==> config.mk <==
export PLATFORM = sky130hd
export DESIGN_NAME = jk_cmd_seq_flat
export DESIGN_NICKNAME = d
export VERILOG_FILES = /design/src/rtl/jk_cmd_seq_if.sv /design/src/rtl/jk_cmd_seq.sv /design/src/flat_wrapper.sv
export SDC_FILE = /design/constraint.sdc
export NUM_CORES = 1
export LEC_CHECK = 0
export BUFFER_PORTS_ARGS = -buffer_cell sky130_fd_sc_hd__buf_2
export CAP_MARGIN = 20
export CORE_AREA = 2 2 66 68
export CTS_CLUSTER_SIZE = 10
export DETAILED_ROUTE_END_ITERATION = 6
export DIE_AREA = 0 0 68 70
export GPL_TIMING_DRIVEN = 0
export PLACE_DENSITY = 0.72
export SLEW_MARGIN = 30
export SYNTH_ARGS = -nofsm -noshare
export SYNTH_HDL_FRONTEND = slang
export SYNTH_SLANG_ARGS = --single-unit
==> constraint.sdc <==
create_clock -name clk -period 6 [get_ports clk]
set_input_delay 1.2 -clock clk [delete_from_list [all_inputs] [get_ports clk]]
set_output_delay 1.2 -clock clk [all_outputs]
set_load 0.01 [all_outputs]
==> src/rtl/jk_cmd_seq_if.sv <==
`default_nettype none
// ============================================================================
// Module      : jk_cmd_seq_if
// Description : Command channel between an upstream command source and
//               jk_cmd_seq. Valid/ready handshake carrying a {J,K} code and
//               a repeat count.
//   master : drives cmd_valid, cmd_jk, cmd_rpt; observes cmd_ready
//   slave  : observes cmd_valid, cmd_jk, cmd_rpt; drives cmd_ready
// Revision    : 1.0 - initial release
// ============================================================================
interface jk_cmd_seq_if #(
   parameter int RPT_W = 4
);
   logic             cmd_valid;
   logic             cmd_ready;
   logic [1:0]       cmd_jk;
   logic [RPT_W-1:0] cmd_rpt;

   modport master (output cmd_valid, output cmd_jk, output cmd_rpt, input  cmd_ready);
   modport slave  (input  cmd_valid, input  cmd_jk, input  cmd_rpt, output cmd_ready);
endinterface
`default_nettype wire

==> src/rtl/jk_cmd_seq.sv <==
`default_nettype none
// ============================================================================
// Module      : jk_cmd_seq
// Description : Queues {J,K} commands in a small FIFO and plays each one onto
//               registered j/k outputs for cmd_rpt+1 consecutive cycles,
//               back to back, while tracking the downstream JK flip-flop
//               state in q_shadow.
//   clk      in   single clock, rising edge
//   rst      in   asynchronous reset, active low
//   cmd      slv  command channel (cmd_valid/cmd_ready/cmd_jk/cmd_rpt)
//   j, k     out  registered drive to downstream flip-flop
//   q_shadow out  registered model of the downstream flip-flop output
//   busy     out  high while a command is being driven
//   done     out  one-cycle pulse after the last queued command completes
//   level    out  FIFO occupancy, 0..DEPTH
// Parameters  : DEPTH (power of two, >= 2), RPT_W (repeat field width)
// Revision    : 1.0 - initial release
// ============================================================================
module jk_cmd_seq #(
   parameter int DEPTH = 4,
   parameter int RPT_W = 4
) (
   input  logic                   clk,
   input  logic                   rst,
   jk_cmd_seq_if.slave            cmd,
   output logic                   j,
   output logic                   k,
   output logic                   q_shadow,
   output logic                   busy,
   output logic                   done,
   output logic [$clog2(DEPTH):0] level
);

   localparam int c_ptr_w = $clog2(DEPTH);
   localparam int c_lvl_w = c_ptr_w + 1;
   localparam int c_ent_w = RPT_W + 2;
   localparam logic [c_lvl_w-1:0] c_full = c_lvl_w'(DEPTH);

   typedef enum logic [0:0] {
      S_IDLE  = 1'b0,
      S_DRIVE = 1'b1
   } state_t;

   logic [c_ent_w-1:0] r_mem [DEPTH];
   logic [c_ptr_w-1:0] r_wr_ptr;
   logic [c_ptr_w-1:0] r_rd_ptr;
   logic [c_lvl_w-1:0] r_level;
   logic [RPT_W-1:0]   r_cnt;
   state_t             r_state;

   logic               w_push;
   logic               w_slot_end;
   logic               w_pop;
   logic [c_ent_w-1:0] w_head;

   // Ready depends only on the registered level, so a pop while full frees
   // the slot for the following cycle, never the current one.
   assign cmd.cmd_ready = (r_level != c_full);
   assign w_push        = cmd.cmd_valid && cmd.cmd_ready;

   // A new command may be loaded whenever the output slot is free: either
   // nothing is running, or the running command is in its final cycle.
   assign w_slot_end = (r_state == S_IDLE) || (r_cnt == '0);
   assign w_pop      = w_slot_end && (r_level != '0);
   assign w_head     = r_mem[r_rd_ptr];
   assign level      = r_level;

   // Storage needs no reset; only entries below r_level are ever read.
   always_ff @(posedge clk) begin
      if (w_push) begin
         r_mem[r_wr_ptr] <= {cmd.cmd_jk, cmd.cmd_rpt};
      end
   end

   always_ff @(posedge clk or negedge rst) begin
      if (!rst) begin
         r_wr_ptr <= '0;
         r_rd_ptr <= '0;
         r_level  <= '0;
      end else begin
         if (w_push) r_wr_ptr <= r_wr_ptr + c_ptr_w'(1);
         if (w_pop)  r_rd_ptr <= r_rd_ptr + c_ptr_w'(1);
         case ({w_push, w_pop})
            2'b10:   r_level <= r_level + c_lvl_w'(1);
            2'b01:   r_level <= r_level - c_lvl_w'(1);
            default: r_level <= r_level;
         endcase
      end
   end

   always_ff @(posedge clk or negedge rst) begin
      if (!rst) begin
         r_state  <= S_IDLE;
         r_cnt    <= '0;
         j        <= 1'b0;
         k        <= 1'b0;
         q_shadow <= 1'b0;
         busy     <= 1'b0;
         done     <= 1'b0;
      end else begin
         done <= 1'b0;

         // Downstream flip-flop samples the j/k we drove during this cycle.
         case ({j, k})
            2'b01:   q_shadow <= 1'b0;
            2'b10:   q_shadow <= 1'b1;
            2'b11:   q_shadow <= ~q_shadow;
            default: q_shadow <= q_shadow;
         endcase

         case (r_state)
            S_IDLE: begin
               if (w_pop) begin
                  {j, k}  <= w_head[c_ent_w-1 -: 2];
                  r_cnt   <= w_head[RPT_W-1:0];
                  busy    <= 1'b1;
                  r_state <= S_DRIVE;
               end
            end
            S_DRIVE: begin
               if (r_cnt != '0) begin
                  r_cnt <= r_cnt - RPT_W'(1);
               end else if (w_pop) begin
                  {j, k} <= w_head[c_ent_w-1 -: 2];
                  r_cnt  <= w_head[RPT_W-1:0];
               end else begin
                  j       <= 1'b0;
                  k       <= 1'b0;
                  busy    <= 1'b0;
                  done    <= 1'b1;
                  r_state <= S_IDLE;
               end
            end
            default: begin
               j       <= 1'b0;
               k       <= 1'b0;
               busy    <= 1'b0;
               r_state <= S_IDLE;
            end
         endcase
      end
   end

endmodule
`default_nettype wire

==> src/flat_wrapper.sv <==
// flat-port wrapper written by rule: the top's interface ports become plain ports
module jk_cmd_seq_flat 
#(
   parameter int DEPTH = 4,
   parameter int RPT_W = 4
)
  (clk, rst, j, k, q_shadow, busy, done, level, cmd_cmd_valid, cmd_cmd_jk, cmd_cmd_rpt, cmd_cmd_ready);
  jk_cmd_seq_if #(.RPT_W(RPT_W)) cmd_i ();
  input  logic clk;
  input  logic rst;
  output logic j;
  output logic k;
  output logic q_shadow;
  output logic busy;
  output logic done;
  output logic [$clog2(DEPTH):0] level;
  input wire logic [$bits(cmd_i.cmd_valid)-1:0] cmd_cmd_valid;
  input wire logic [$bits(cmd_i.cmd_jk)-1:0] cmd_cmd_jk;
  input wire logic [$bits(cmd_i.cmd_rpt)-1:0] cmd_cmd_rpt;
  output wire logic [$bits(cmd_i.cmd_ready)-1:0] cmd_cmd_ready;
  assign cmd_i.cmd_valid = cmd_cmd_valid;
  assign cmd_i.cmd_jk = cmd_cmd_jk;
  assign cmd_i.cmd_rpt = cmd_cmd_rpt;
  assign cmd_cmd_ready = cmd_i.cmd_ready;
  jk_cmd_seq #(.DEPTH(DEPTH), .RPT_W(RPT_W)) u_core (.clk(clk), .rst(rst), .cmd(cmd_i), .j(j), .k(k), .q_shadow(q_shadow), .busy(busy), .done(done), .level(level));
endmodule
Word-level counts from Yosys, hierarchy flattened
Memory sizes are Yosys's and may differ from the RTL's.
Index checks and enable logic that the tools add are counted.
{"block": "word_totals", "ff_bits": 17, "in_bits": 9, "mem_bits_rw": 24, "mem_count": 1, "word_cells": 62}
{"name": "u_core.r_mem", "words": 4, "width": 6, "rd": 1, "rd_clocked_by_memory_dff": 0, "write_ports": 1, "line": "jk_cmd_seq.sv:44", "rtl": "logic [c_ent_w-1:0] r_mem [DEPTH];"}
{"block": "op_classes", "n_addsub": 5, "reduce_logical": 10, "bitwise_logic": 2, "n_eq_ne": 9, "muxes": 25}
{"op": "1-bit 2-to-1 mux", "n": 16}
{"op": "4-bit 2-to-1 mux", "n": 2}
{"op": "1-bit case mux with 2 select lines", "n": 4}
{"op": "4-bit case mux with 2 select lines", "n": 1}
{"op": "2-bit == test, second input constant", "n": 3}
{"op": "3-bit case mux with 2 select lines", "n": 1}
{"op": "3-bit nonzero test", "n": 2}
{"op": "2-bit by 1-bit adder with 2-bit output, second input constant", "n": 2}
{"op": "2-bit by 1-bit == test with 1-bit output, second input constant", "n": 2}
{"op": "4-bit zero test", "n": 1}
{"op": "2-bit inequality test, second input constant", "n": 2}
{"op": "4-bit nonzero test", "n": 1}
{"op": "4-bit by 1-bit subtractor with 4-bit output, second input constant", "n": 1}
{"op": "3-bit by 1-bit adder with 3-bit output, second input constant", "n": 1}
{"op": "3-bit inequality test, second input constant", "n": 1}
{"op": "1-bit case mux with 3 select lines", "n": 1}
{"op": "3-bit AND reduction", "n": 1}
{"op": "3-bit by 1-bit subtractor with 3-bit output, second input constant", "n": 1}
{"op": "1-bit logical AND", "n": 2}
{"op": "2-bit by 1-bit inequality test with 1-bit output, second input constant", "n": 1}
{"op": "1-bit NOT", "n": 2}
{"op": "2-bit AND reduction", "n": 1}
{"op": "2-bit nonzero test", "n": 1}
{"op": "1-bit logical OR", "n": 1}

Logic depth before layout (Yosys ltp)
Gate-level depths: netlist of the first run.
{"block": "logic_depth", "ltp_word": 6, "depth_mapped": 10, "mapped_depth_nobuf": 10}

Worst setup path before layout of the first run
Ideal clock, no wire load.
{"block": "synth_path", "kind": "input -> register", "startpoint": "input cmd_cmd_valid", "endpoint": "register u_core.r_level[2] (netlist: u_core.level[2])", "stages": 8, "arrival_ps": 2360, "setup_slack_ps": 3561, "required_ps": 5921, "n_path_buf": 0, "path_cell_list": "and2_1 > inv_1 > ha_1 > inv_1 > fa_1 > xor2_1 > nor2_1 > xor2_1"}
{"block": "synth_between", "elab_chain_len": 3, "elab_cells_between_ends": 5}
{"element": "from (decl)", "line": "flat_wrapper.sv:17", "rtl": "input wire logic [$bits(cmd_i.cmd_valid)-1:0] cmd_cmd_valid;"}
{"element": "1-bit logical AND *", "line": "jk_cmd_seq.sv:59", "rtl": "assign w_push = cmd.cmd_valid && cmd.cmd_ready;"}
{"element": "2-bit by 1-bit == test with 1-bit output / 2-bit == test (equally long branches)", "line": "jk_cmd_seq.sv:83", "rtl": "case ({w_push, w_pop})"}
{"element": "3-bit case mux with 2 select lines / 2-bit nonzero test (equally long branches)"}
{"element": "to (signal assigned)", "line": "jk_cmd_seq.sv:84", "rtl": "2'b10: r_level <= r_level + c_lvl_w'(1);"}
{"element": "to (signal assigned)", "line": "jk_cmd_seq.sv:85", "rtl": "2'b01: r_level <= r_level - c_lvl_w'(1);"}
{"element": "to (signal assigned)", "line": "jk_cmd_seq.sv:86", "rtl": "default: r_level <= r_level;"}
{"element": "to (decl)", "line": "jk_cmd_seq.sv:47", "rtl": "logic [c_lvl_w-1:0] r_level;"}
Every way passes the cells marked *; elsewhere a longest branch is shown, timed or not.
A chain may end at the register's enable or synchronous reset.

Final worst setup path of the first run
{"block": "layout_path", "startpoint": "register u_core.r_cnt[0]", "endpoint": "register u_core.r_level[2] (netlist: u_core.level[2])"}
{"block": "layout_between", "elab_chain_len": 5, "elab_cells_between_ends": 7}
{"element": "from (decl)", "line": "jk_cmd_seq.sv:48", "rtl": "logic [RPT_W-1:0] r_cnt;"}
{"element": "from (signal assigned)", "line": "jk_cmd_seq.sv:115", "rtl": "r_cnt <= w_head[RPT_W-1:0];"}
{"element": "from (signal assigned)", "line": "jk_cmd_seq.sv:122", "rtl": "r_cnt <= r_cnt - RPT_W'(1);"}
{"element": "from (signal assigned)", "line": "jk_cmd_seq.sv:125", "rtl": "r_cnt <= w_head[RPT_W-1:0];"}
{"element": "4-bit zero test *", "line": "jk_cmd_seq.sv:63", "rtl": "assign w_slot_end = (r_state == S_IDLE) || (r_cnt == '0);"}
{"element": "1-bit logical OR *", "line": "jk_cmd_seq.sv:63"}
{"element": "1-bit logical AND *", "line": "jk_cmd_seq.sv:64", "rtl": "assign w_pop = w_slot_end && (r_level != '0);"}
{"element": "named net u_core.w_pop", "line": "jk_cmd_seq.sv:53", "rtl": "logic w_pop;"}
{"element": "2-bit by 1-bit == test with 1-bit output / 2-bit == test (equally long branches)", "line": "jk_cmd_seq.sv:83"}
{"element": "3-bit case mux with 2 select lines / 2-bit nonzero test (equally long branches)"}
Mark *: on every way through the listed nets, which the timed path passes. The rest lies on a longest branch.

==> results of run 1 <==
-- cells in the final DEF, fill, tap and decap left out, types with 3 or more instances in the layout --
cell type,netlist,routed
mux4_2,3,3
nand2_1,5,5
xor2_1,3,3
clkbuf_8,0,5
o21ai_1,3,3
nor3_1,3,3
mux2i_1,3,3
buf_2,1,18
mux4_1,3,3
xnor2_1,3,3
mux2_2,3,3
ha_1,6,6
dfrtp_1,17,17
edfxtp_1,24,24
and3_1,4,4
inv_1,10,10
-- area by class of cell --
cell class / instances / share of cell area, %
buffer: 3 / 0.973
inverter: 10 / 1.82
multi-input combinational: 60 / 27.7
sequential: 41 / 55.7
tap: 52 / 3.16
timing repair buffer: 17 / 4.14
clock buffer: 5 / 3.35
clock inverter: 3 / 3.16
-- power by group --
part	internal, W	switching (W)	leakage [nW]	total (W)
sequential	0.000389	0.0000508	0.422	0.000440
combinational	0.000177	0.000194	0.362	0.000371
clock	0.000165	0.0000929	0.0681	0.000258
total	0.000731	0.000338	0.852	0.00107
-- critical path: stages, from the launching register on --
cell	delay, ns
dfrtp_1	0.41
inv_1	0.07
ha_1	0.21
or3b_4	0.44
a21oi_4	0.27
ha_1	0.23
inv_1	0.06
fa_1	0.38
xor2_1	0.15
nor2_1	0.11
xor2_1	0.15
-- stage by stage --
stage	total power [W]	hold WS, ns	setup WS [ns]	cells	area (um2)
after floorplan	0.000712	0.491	3.56	114	1770
after global placement	0.000789	0.456	3.39	183	1920
after detailed placement	0.000825	0.491	3.33	183	1920
after CTS	0.00108	0.502	3.42	191	2060
after global routing	0.00114	0.517	3.28	191	2060
final	0.00107	0.495	3.45	191	2060
-- worst paths after layout --
path,startpoint,to,cells past startpoint
min in group asynchronous,rst,u_core.r_cnt[2]$_DFF_PN0_,1
worst min register to register,u_core.q_shadow$_DFFE_PN0P_,u_core.q_shadow$_DFFE_PN0P_,1
max in group asynchronous,rst,u_core.level[0]$_DFFE_PN0P_,1
worst min-delay path,u_core.q_shadow$_DFFE_PN0P_,u_core.q_shadow$_DFFE_PN0P_,1
worst max register to register,u_core.r_cnt[0]$_DFF_PN0_,u_core.level[2]$_DFFE_PN0P_,10
worst max-delay path,u_core.r_cnt[0]$_DFF_PN0_,u_core.level[2]$_DFFE_PN0P_,10
-- state kept, by name (all words and copies together), names as in the netlist --
| signal | cells |
|---|---|
| u_core.r_cnt | 4 |
| u_core.j | 1 |
| u_core.r_state | 1 |
| u_core.r_rd_ptr | 2 |
| u_core.done | 1 |
| u_core.r_mem | 24 |
| u_core.busy | 1 |
| u_core.q_shadow | 1 |
| u_core.level | 3 |
| u_core.r_wr_ptr | 2 |
| u_core.k | 1 |
-- kinds of logic (layout without fill, tap and decap cells) --
| kind of cell | after synthesis | in the layout | share of synthesized area (%) |
|---|---|---|---|
| and+or+nand+nor | 22 | 22 | 6.70 |
| AOI/OAI and AO/OA | 13 | 13 | 5.22 |
| muxes | 12 | 12 | 11.9 |
| adders and majority gates | 7 | 7 | 5.36 |
| xor gates and xnor gates | 6 | 6 | 2.96 |
| DFF | 41 | 41 | 64.6 |
| buffers and inverters | 13 | 38 | 3.25 |
-- per-layer routing --
layer | vias up | wire length [um] | GRT usage (%)
met2 | 23 | 1490 | 23.4
li1 | 464 | - | -
met5 | - | 0 | 0
met4 | 0 | 83 | 7.33
met3 | 10 | 134 | 5.48
met1 | 499 | 1270 | 17.4
-- Yosys cell counts (3+ instances only) --
library cell and count:
xor2_1 3, ha_1 6, nand2_1 5, edfxtp_1 24
o21ai_1 3, dfrtp_1 17, mux4_1 3, and3_1 4
nor3_1 3, mux2i_1 3, inv_1 10, xnor2_1 3
mux4_2 3, mux2_2 3
==> impl_metrics.yaml, run 1 <==
global_routing:
  antenna_found_initial: 0
  grt_max_degree: 18
  grt_pass1_wl_mm: 4.99
  grt_usage_pct: 14.8
  grt_overflow: 0
  grt_pass1_vias: 1070
clocking:
  cts_resized: 0
  cts_setup_buffers: 0
  cts_hold_buf: 0
  h-tree-depth: 2
  clock_path_buffers: 2
  cts_made_buffers: 5
  cts.sink_count: 41
  cts.clk_slew.worst_paths_ns: 0.08
  clock-root-buffer: "clkbuf_8"
  clk_latency_ns: 0.29
  tritoncts: "done"
final_layout:
  regArea_um2: 1150
  diodes: 0
  final_util_pct: 49.6
  area_growth_pct: 16.0
  nFillCells: 363
  multi_input_area_um2: 569
  nets: 154
  layout-drive-gt1-share_pct: 25.9
worst_setup_path:
  path_max_fanout: 6
  cp-end-kind: "flop"
  worstPathArrival_ns: 2.76
  crit_path_start_kind: "flop"
  rrSetupSlack_ns: 3.45
  crit_required_ns: 6.21
  path_class: "flop to flop"
run:
  cap_violations: 0
timing:
  setup_tns_ns: 0
  fin_skew_ns: 0.00897
  rsz0062_at_grt: "no"
  max_freq_mhz: 392
  slew_viol_final: 0
  setup_viol_count_final: 0
  period_share_pct: 42.5
  hold_viol_final: 0
  tightest_slew_ns: 0.535
  min_period_ns: 2.55
  max-slew-margin-rel_pct: 64.1
placed_design:
  dp_hpwl_mm: 2.18
  place.gp.congestion: 0.777
  io_buffer_count: 17
yosys:
  synth_area_per_cell_um2: 15.6
  syn_nets: 130
  async_reset_ff_share_pct: 41.5
  synth-seq-cells: 41
  yosysTopAreaCellShare_pct: 40.6
  yosys_warnings: 0
  synth_area_um2: 1770
  yosysUniqueCellTypes: 32
  synth_edf_count: 24
  yosysSeqAreaShare_pct: 64.6
  syn_inst: 114
  ys.flop_type: "edfxtp_1"
  synth_top_area_cell: "edfxtp_1"
  ys_top_cells_by_area: "edfxtp_1 41%, dfrtp_1 24%, mux4_1 4.4%"
route:
  wl_per_cell_um: 15.6
  drt-total-wl_mm: 2.97
  post-route-drc-count: 0
  first_iter_violations: 51
  vias: 996
  ant_nets: 0
  first_pass_iters: 4
  drt-vias-per-instance: 5.21
run_status:
  status: "finished, final reports clean"
die:
  coreArea_um2: 4140
  ios: 18
  dieWidth_um: 68
  fp.dieH_um: 70
  die_area_um2: 4760
  start_util_pct: 42.8
  rows: 24
power:
  p_per_area_nw_per_um2: 520
  peakVddDrop_mv: 0.225
  power_leakage_nw: 0.852
hold_path:
  hold_path.class: "flop to flop"
(Power assumes the default switching activity.)
==> run 2, diff against run 1 <==
- clock period: 6 -> 2.5 ns (I/O delays scaled with it)
==> impl_metrics.yaml, run 2 (same netlist as run 1, synthesis figures left out) <==
run_status:
  status: "finished, final reports clean"
run:
  cap_violations: 0
timing:
  slew_viol_final: 0
  fin_skew_ns: 0.00922
  whs_ns: 0.115
  tightest_slew_ns: 0.538
  min_period_ns: 2.38
  period_share_pct: 95.2
  max_freq_mhz: 420
  hold_viol_final: 0
  max-slew-margin-rel_pct: 63.9
  setup_viol_count_final: 0
final_layout:
  area_growth_pct: 17.6
  final_util_pct: 50.3
  nets: 157
  layout-drive-gt1-share_pct: 28.9
  final_common_cell: "edfxtp_1"
  diodes: 0
  final_cell_mix: "24 x edfxtp_1, 18 x buf_2, 17 x dfrtp_1"
  regMostFlops: "u_core.r_mem"
  largest_reg_flops: 24
clocking:
  cts_made_buffers: 5
  clk_latency_ns: 0.29
  cts.clk_slew.worst_paths_ns: 0.08
  cts_hold_buf: 0
  clock-root-buffer: "clkbuf_8"
  tritoncts: "done"
  cts.sink_count: 41
  clock_path_buffers: 2
  h-tree-depth: 2
worst_setup_path:
  slowest_delay_ns: 0.42
  r2r-start: "u_core.r_cnt[1]$_DFF_PN0_"
  path_max_fanout: 4
  crit_required_ns: 2.71
  r2r_end: "u_core.level[2]$_DFFE_PN0P_"
  crit_family: "adder cells"
  crit_path_start_kind: "flop"
  cp_num_buf_inv: 2
  cp-end-kind: "flop"
  path_class: "flop to flop"
  worst-path-stages: 10
  cp_slowest_cell: "or3b_4"
  worstPathArrival_ns: 2.59
  worstRegToRegCells: 10
  cp_cell_sequence: "inv_1, ha_2, or3b_4, a21oi_4, ha_2, inv_1, fa_1, xor2_1, nor2_1, xor2_1"
  rrSetupSlack_ns: 0.12
power:
  peakVddDrop_mv: 0.542
  p_per_area_nw_per_um2: 1250
  power_leakage_nw: 0.864
route:
  drt-total-wl_mm: 3.06
  drt-vias-per-instance: 5.28
  post-route-drc-count: 0
  vias: 1025
  first_pass_iters: 4
  wl_per_cell_um: 15.8
  ant_nets: 0
  first_iter_violations: 37
die:
  coreArea_um2: 4140
  ios: 18
  die_area_um2: 4760
  fp.dieH_um: 70
  start_util_pct: 42.8
  dieWidth_um: 68
  rows: 24
global_routing:
  grt_overflow: 0
  grt_pass1_vias: 1069
  antenna_found_initial: 0
  grt_max_degree: 18
  grt_pass1_wl_mm: 5.02
  grt_usage_pct: 14.9
hold_path:
  hold_path.class: "input pin to asynchronous set/reset pin"
placed_design:
  dp_hpwl_mm: 2.18
  place.gp.congestion: 0.777
  io_buffer_count: 17
[run 2: cell count changes in the layout (fill, tap and decap cells not counted)]
cell   before  now
ha_2        0    2
buf_4       0    3
ha_1        6    4
[run 2: how the worst max path moves through the flow]
stage | startpoint | to
final | u_core.r_cnt[1]$_DFF_PN0_ | u_core.level[2]$_DFFE_PN0P_
after global routing | u_core.r_cnt[0]$_DFF_PN0_ | u_core.level[2]$_DFFE_PN0P_
after CTS | u_core.r_cnt[0]$_DFF_PN0_ | u_core.level[2]$_DFFE_PN0P_
after detailed placement | u_core.r_cnt[0]$_DFF_PN0_ | u_core.level[2]$_DFFE_PN0P_
after global placement | u_core.r_cnt[0]$_DFF_PN0_ | u_core.level[2]$_DFFE_PN0P_
after floorplan | u_core.r_cnt[0]$_DFF_PN0_ | u_core.level[2]$_DFFE_PN0P_
[run 2: routing by layer]
metal	wire, um	GRT usage [%]	vias up
met5	0	0	-
met4	88	7.33	0
met3	137	5.48	10
met2	1540	23.4	23
met1	1290	17.7	521
li1	-	-	471
[run 2: report_power, final]
group	total [W]	leakage, nW	internal [W]	switching, W
Clock	0.000618	0.0681	0.000396	0.000222
Sequential	0.00105	0.422	0.000934	0.000120
Combinational	0.000942	0.373	0.000459	0.000483
Total	0.00261	0.864	0.00179	0.000825
[run 2: final cells by class]
type / count / area [um2]
Clock buffer: 5 / 68.8
Multi-Input combinational cell: 60 / 574
Buffer: 3 / 20.0
Inverter: 10 / 37.5
Clock inverter: 3 / 65.1
Fill cell: 360 / 2060
Timing Repair Buffer: 20 / 108
Sequential cell: 41 / 1150
Tap cell: 52 / 65.1
[run 2: timing repair]
| item | in CTS | in global routing |
|---|---|---|
| setup endpoints to repair | 1 | 1 |
| pin swaps | 1 | 0 |
| resized for setup | 0 | 2 |
| buffers inserted | 1 | 2 |
| endpoints found under the hold margin | 0 | 0 |
[run 2: through the flow]
stage          cell area, um2  instances  total power (W)   TNS, ns  worst slack, ns
2_1_floorplan            1770        114          0.00171         0            0.186
3_3_place_gp             1920        183          0.00189         0           0.0445
3_5_place_dp             1920        183          0.00198   -0.0434          -0.0434
4_1_cts                  2060        192          0.00261         0           0.0891
5_1_grt                  2080        194          0.00278  -0.00863         -0.00863
6_report                 2080        194          0.00261         0            0.120
==> run 3, diff against run 2 <==
- ABC_AREA: default -> 1
- CORE_AREA: 2 2 66 68 -> 2 2 67 69
- DIE_AREA: 0 0 68 70 -> 0 0 69 71
==> impl_metrics.yaml, run 3 <==
run_status:
  status: "finished, final reports clean"
route:
  wl_per_cell_um: 12.1
  vias: 1165
  drt-total-wl_mm: 2.96
  first_iter_violations: 80
  drt-vias-per-instance: 4.76
  ant_nets: 0
  first_pass_iters: 4
  post-route-drc-count: 0
clocking:
  h-tree-depth: 2
  cts_hold_buf: 0
  cts_made_buffers: 5
  clk_latency_ns: 0.30
  cts.sink_count: 41
  cts.clk_slew.worst_paths_ns: 0.09
  cts_resized: 0
  cts_setup_buffers: 0
  clock_path_buffers: 2
  tritoncts: "done"
  clock-root-buffer: "clkbuf_8"
yosys:
  yosysTopAreaCellShare_pct: 39.5
  ys_top_cells_by_area: "edfxtp_1 40%, dfrtp_1 23%, nor2_1 5.8%"
  yosysSeqAreaShare_pct: 62.9
  async_reset_ff_share_pct: 41.5
  synth-seq-cells: 41
  synth_area_um2: 1820
  yosysMostFrequentCell: "nor2_1"
  ys.flop_type: "edfxtp_1"
  synth_top_area_cell: "edfxtp_1"
  syn_nets: 184
  synth_area_per_cell_um2: 10.9
  syn_inst: 168
  yosys_warnings: 0
  synth_edf_count: 24
  yosysUniqueCellTypes: 22
  synth_top_cells_by_count: "28 x nor2_1, 26 x nand2_1, 24 x edfxtp_1"
timing:
  setup_viol_count_final: 0
  min_period_ns: 2.24
  hold_viol_final: 0
  rsz0062_at_grt: "no"
  period_share_pct: 89.6
  tightest_slew_ns: 0.647
  slew_viol_final: 0
  setup_tns_ns: 0
  max_freq_mhz: 447
  max-slew-margin-rel_pct: 56.7
  fin_skew_ns: 0.00965
final_layout:
  multi_input_area_um2: 567
  area_growth_pct: 15.8
  nFillCells: 391
  final_common_cell: "nor2_1"
  regMostFlops: "u_core.r_mem"
  final_cell_mix: "28 x nor2_1, 26 x nand2_1, 24 x edfxtp_1"
  layout-drive-gt1-share_pct: 22.3
  largest_reg_flops: 24
  nets: 208
  regArea_um2: 1150
  final_util_pct: 50.2
  diodes: 0
global_routing:
  grt_usage_pct: 14.0
  antenna_found_initial: 0
  grt_max_degree: 18
  grt_pass1_vias: 1242
  grt_overflow: 0
  grt_pass1_wl_mm: 5.38
power:
  p_per_area_nw_per_um2: 1260
  switching_share_pct: 35.2
  switchingPower_w: 0.000937
  intPower_w: 0.00172
  clkPwrFrac_pct: 24.1
  peakVddDrop_mv: 0.451
  seqPwrFrac_pct: 39.6
  power_frac_comb_pct: 36.3
  power_leakage_nw: 0.918
placed_design:
  dp_hpwl_mm: 2.06
  io_buffer_count: 17
  place.gp.congestion: 0.752
die:
  coreArea_um2: 4200
  start_util_pct: 43.4
  ios: 18
  dieWidth_um: 69
  fp.dieH_um: 71
  rows: 24
  die_area_um2: 4900
worst_setup_path:
  path_max_fanout: 9
  slowest_delay_ns: 0.39
  path_class: "flop to flop"
  crit_path_start_kind: "flop"
  crit_required_ns: 2.67
  worstPathArrival_ns: 2.41
  cp_slowest_cell: "dfrtp_1"
  cp-end-kind: "flop"
  cp_cell_sequence: "inv_1, ha_1, nand3_1, nand2_2, nand2_2, inv_4, ha_1, inv_1, fa_1, a21oi_1, o21ai_0, xor2_1"
hold_path:
  hold_path.class: "input pin to asynchronous set/reset pin"
run:
  cap_violations: 0
run 3: cell types whose count changed in the layout (fill, tap and decap cells not counted), sizes merged, moves of 3 or more:
cell   change
nand3     +12
and3       -4
nor2      +27
nand2     +23
buf        -3
nor3       -3
mux4       -6
mux2       -3
mux2i      -3
o21ai     +12
inv        +9
run 3: logic make-up (layout without fill, tap and decap cells):
group	Yosys count	in the layout	share of synthesized area, %
AND/OR/NAND/NOR	73	73	17.9
flip-flops	41	41	62.9
XOR/XNOR	4	4	1.92
buffers and inverters	21	46	6.04
adder cells (fa/ha/maj)	7	7	5.22
AO/OA/AOI/OAI	22	22	6.04
run 3: layer usage:
metal	track usage, %	share of wire, %
met1	17.0	45
met2	24.0	50
met3	2.56	3.4
met4	6.97	1.0
met5	0	0
run 3: through the flow:
step | instances | hold slack (ns) | worst slack, ns | cell area (um2) | total power, W
6_report | 245 | 0.118 | 0.261 | 2110 | 0.00266
5_1_grt | 245 | 0.148 | 0.0317 | 2110 | 0.00290
4_1_cts | 245 | 0.134 | 0.254 | 2110 | 0.00269
3_5_place_dp | 237 | 0.452 | 0.284 | 1970 | 0.00205
3_3_place_gp | 237 | 0.447 | 0.309 | 1970 | 0.00202
2_1_floorplan | 168 | 0.204 | 0.445 | 1820 | 0.00180
run 3: worst paths after layout:
path | cells past startpoint | to | slack, ns | from
worst max-delay path | 12 | u_core.level[2]$_DFFE_PN0P_ | 0.26 | u_core.r_cnt[0]$_DFF_PN0_
worst min-delay path | 1 | u_core.r_cnt[3]$_DFF_PN0_ | 0.12 | rst
worst max register to register | 12 | u_core.level[2]$_DFFE_PN0P_ | 0.26 | u_core.r_cnt[0]$_DFF_PN0_
worst min register to register | 1 | u_core.q_shadow$_DFFE_PN0P_ | 0.47 | u_core.q_shadow$_DFFE_PN0P_
max in group asynchronous | 1 | u_core.r_wr_ptr[1]$_DFFE_PN0P_ | 2.10 | rst
min in group clk | 1 | u_core.r_mem[3][3]$_DFFE_PP_ | 0.42 | cmd_cmd_rpt[3]
run 3: worst max-delay path, delay by kind of cell, from the launching register on:
family / cells / cell delay (ns)
adder cells (fa/ha/maj): 3 / 0.70
AND/OR/NAND/NOR: 3 / 0.37
XOR/XNOR: 1 / 0.15
flip-flops: 1 / 0.39
buffers and inverters: 3 / 0.26
AO/OA/AOI/OAI: 2 / 0.26
run 3: power groups by stage:
stage	Clock, W	Sequential (W)	Combinational, W
floorplan	0	0.00107	0.000724
global placement	0	0.00106	0.000956
CTS	0.000650	0.00106	0.000988
detailed placement	0	0.00107	0.000980
finish	0.000641	0.00105	0.000965
global route	0.000677	0.00109	0.00114
run 3: area by class of cell:
type                       count  area share (%)
sequential                    41            54.3
multi-input combinational    106            26.9
inverter                      19            4.15
timing repair buffer          17            4.03
clock buffer                   5            3.26
clock inverter                 3            3.26
tap                           52            3.08
buffer                         2            1.07
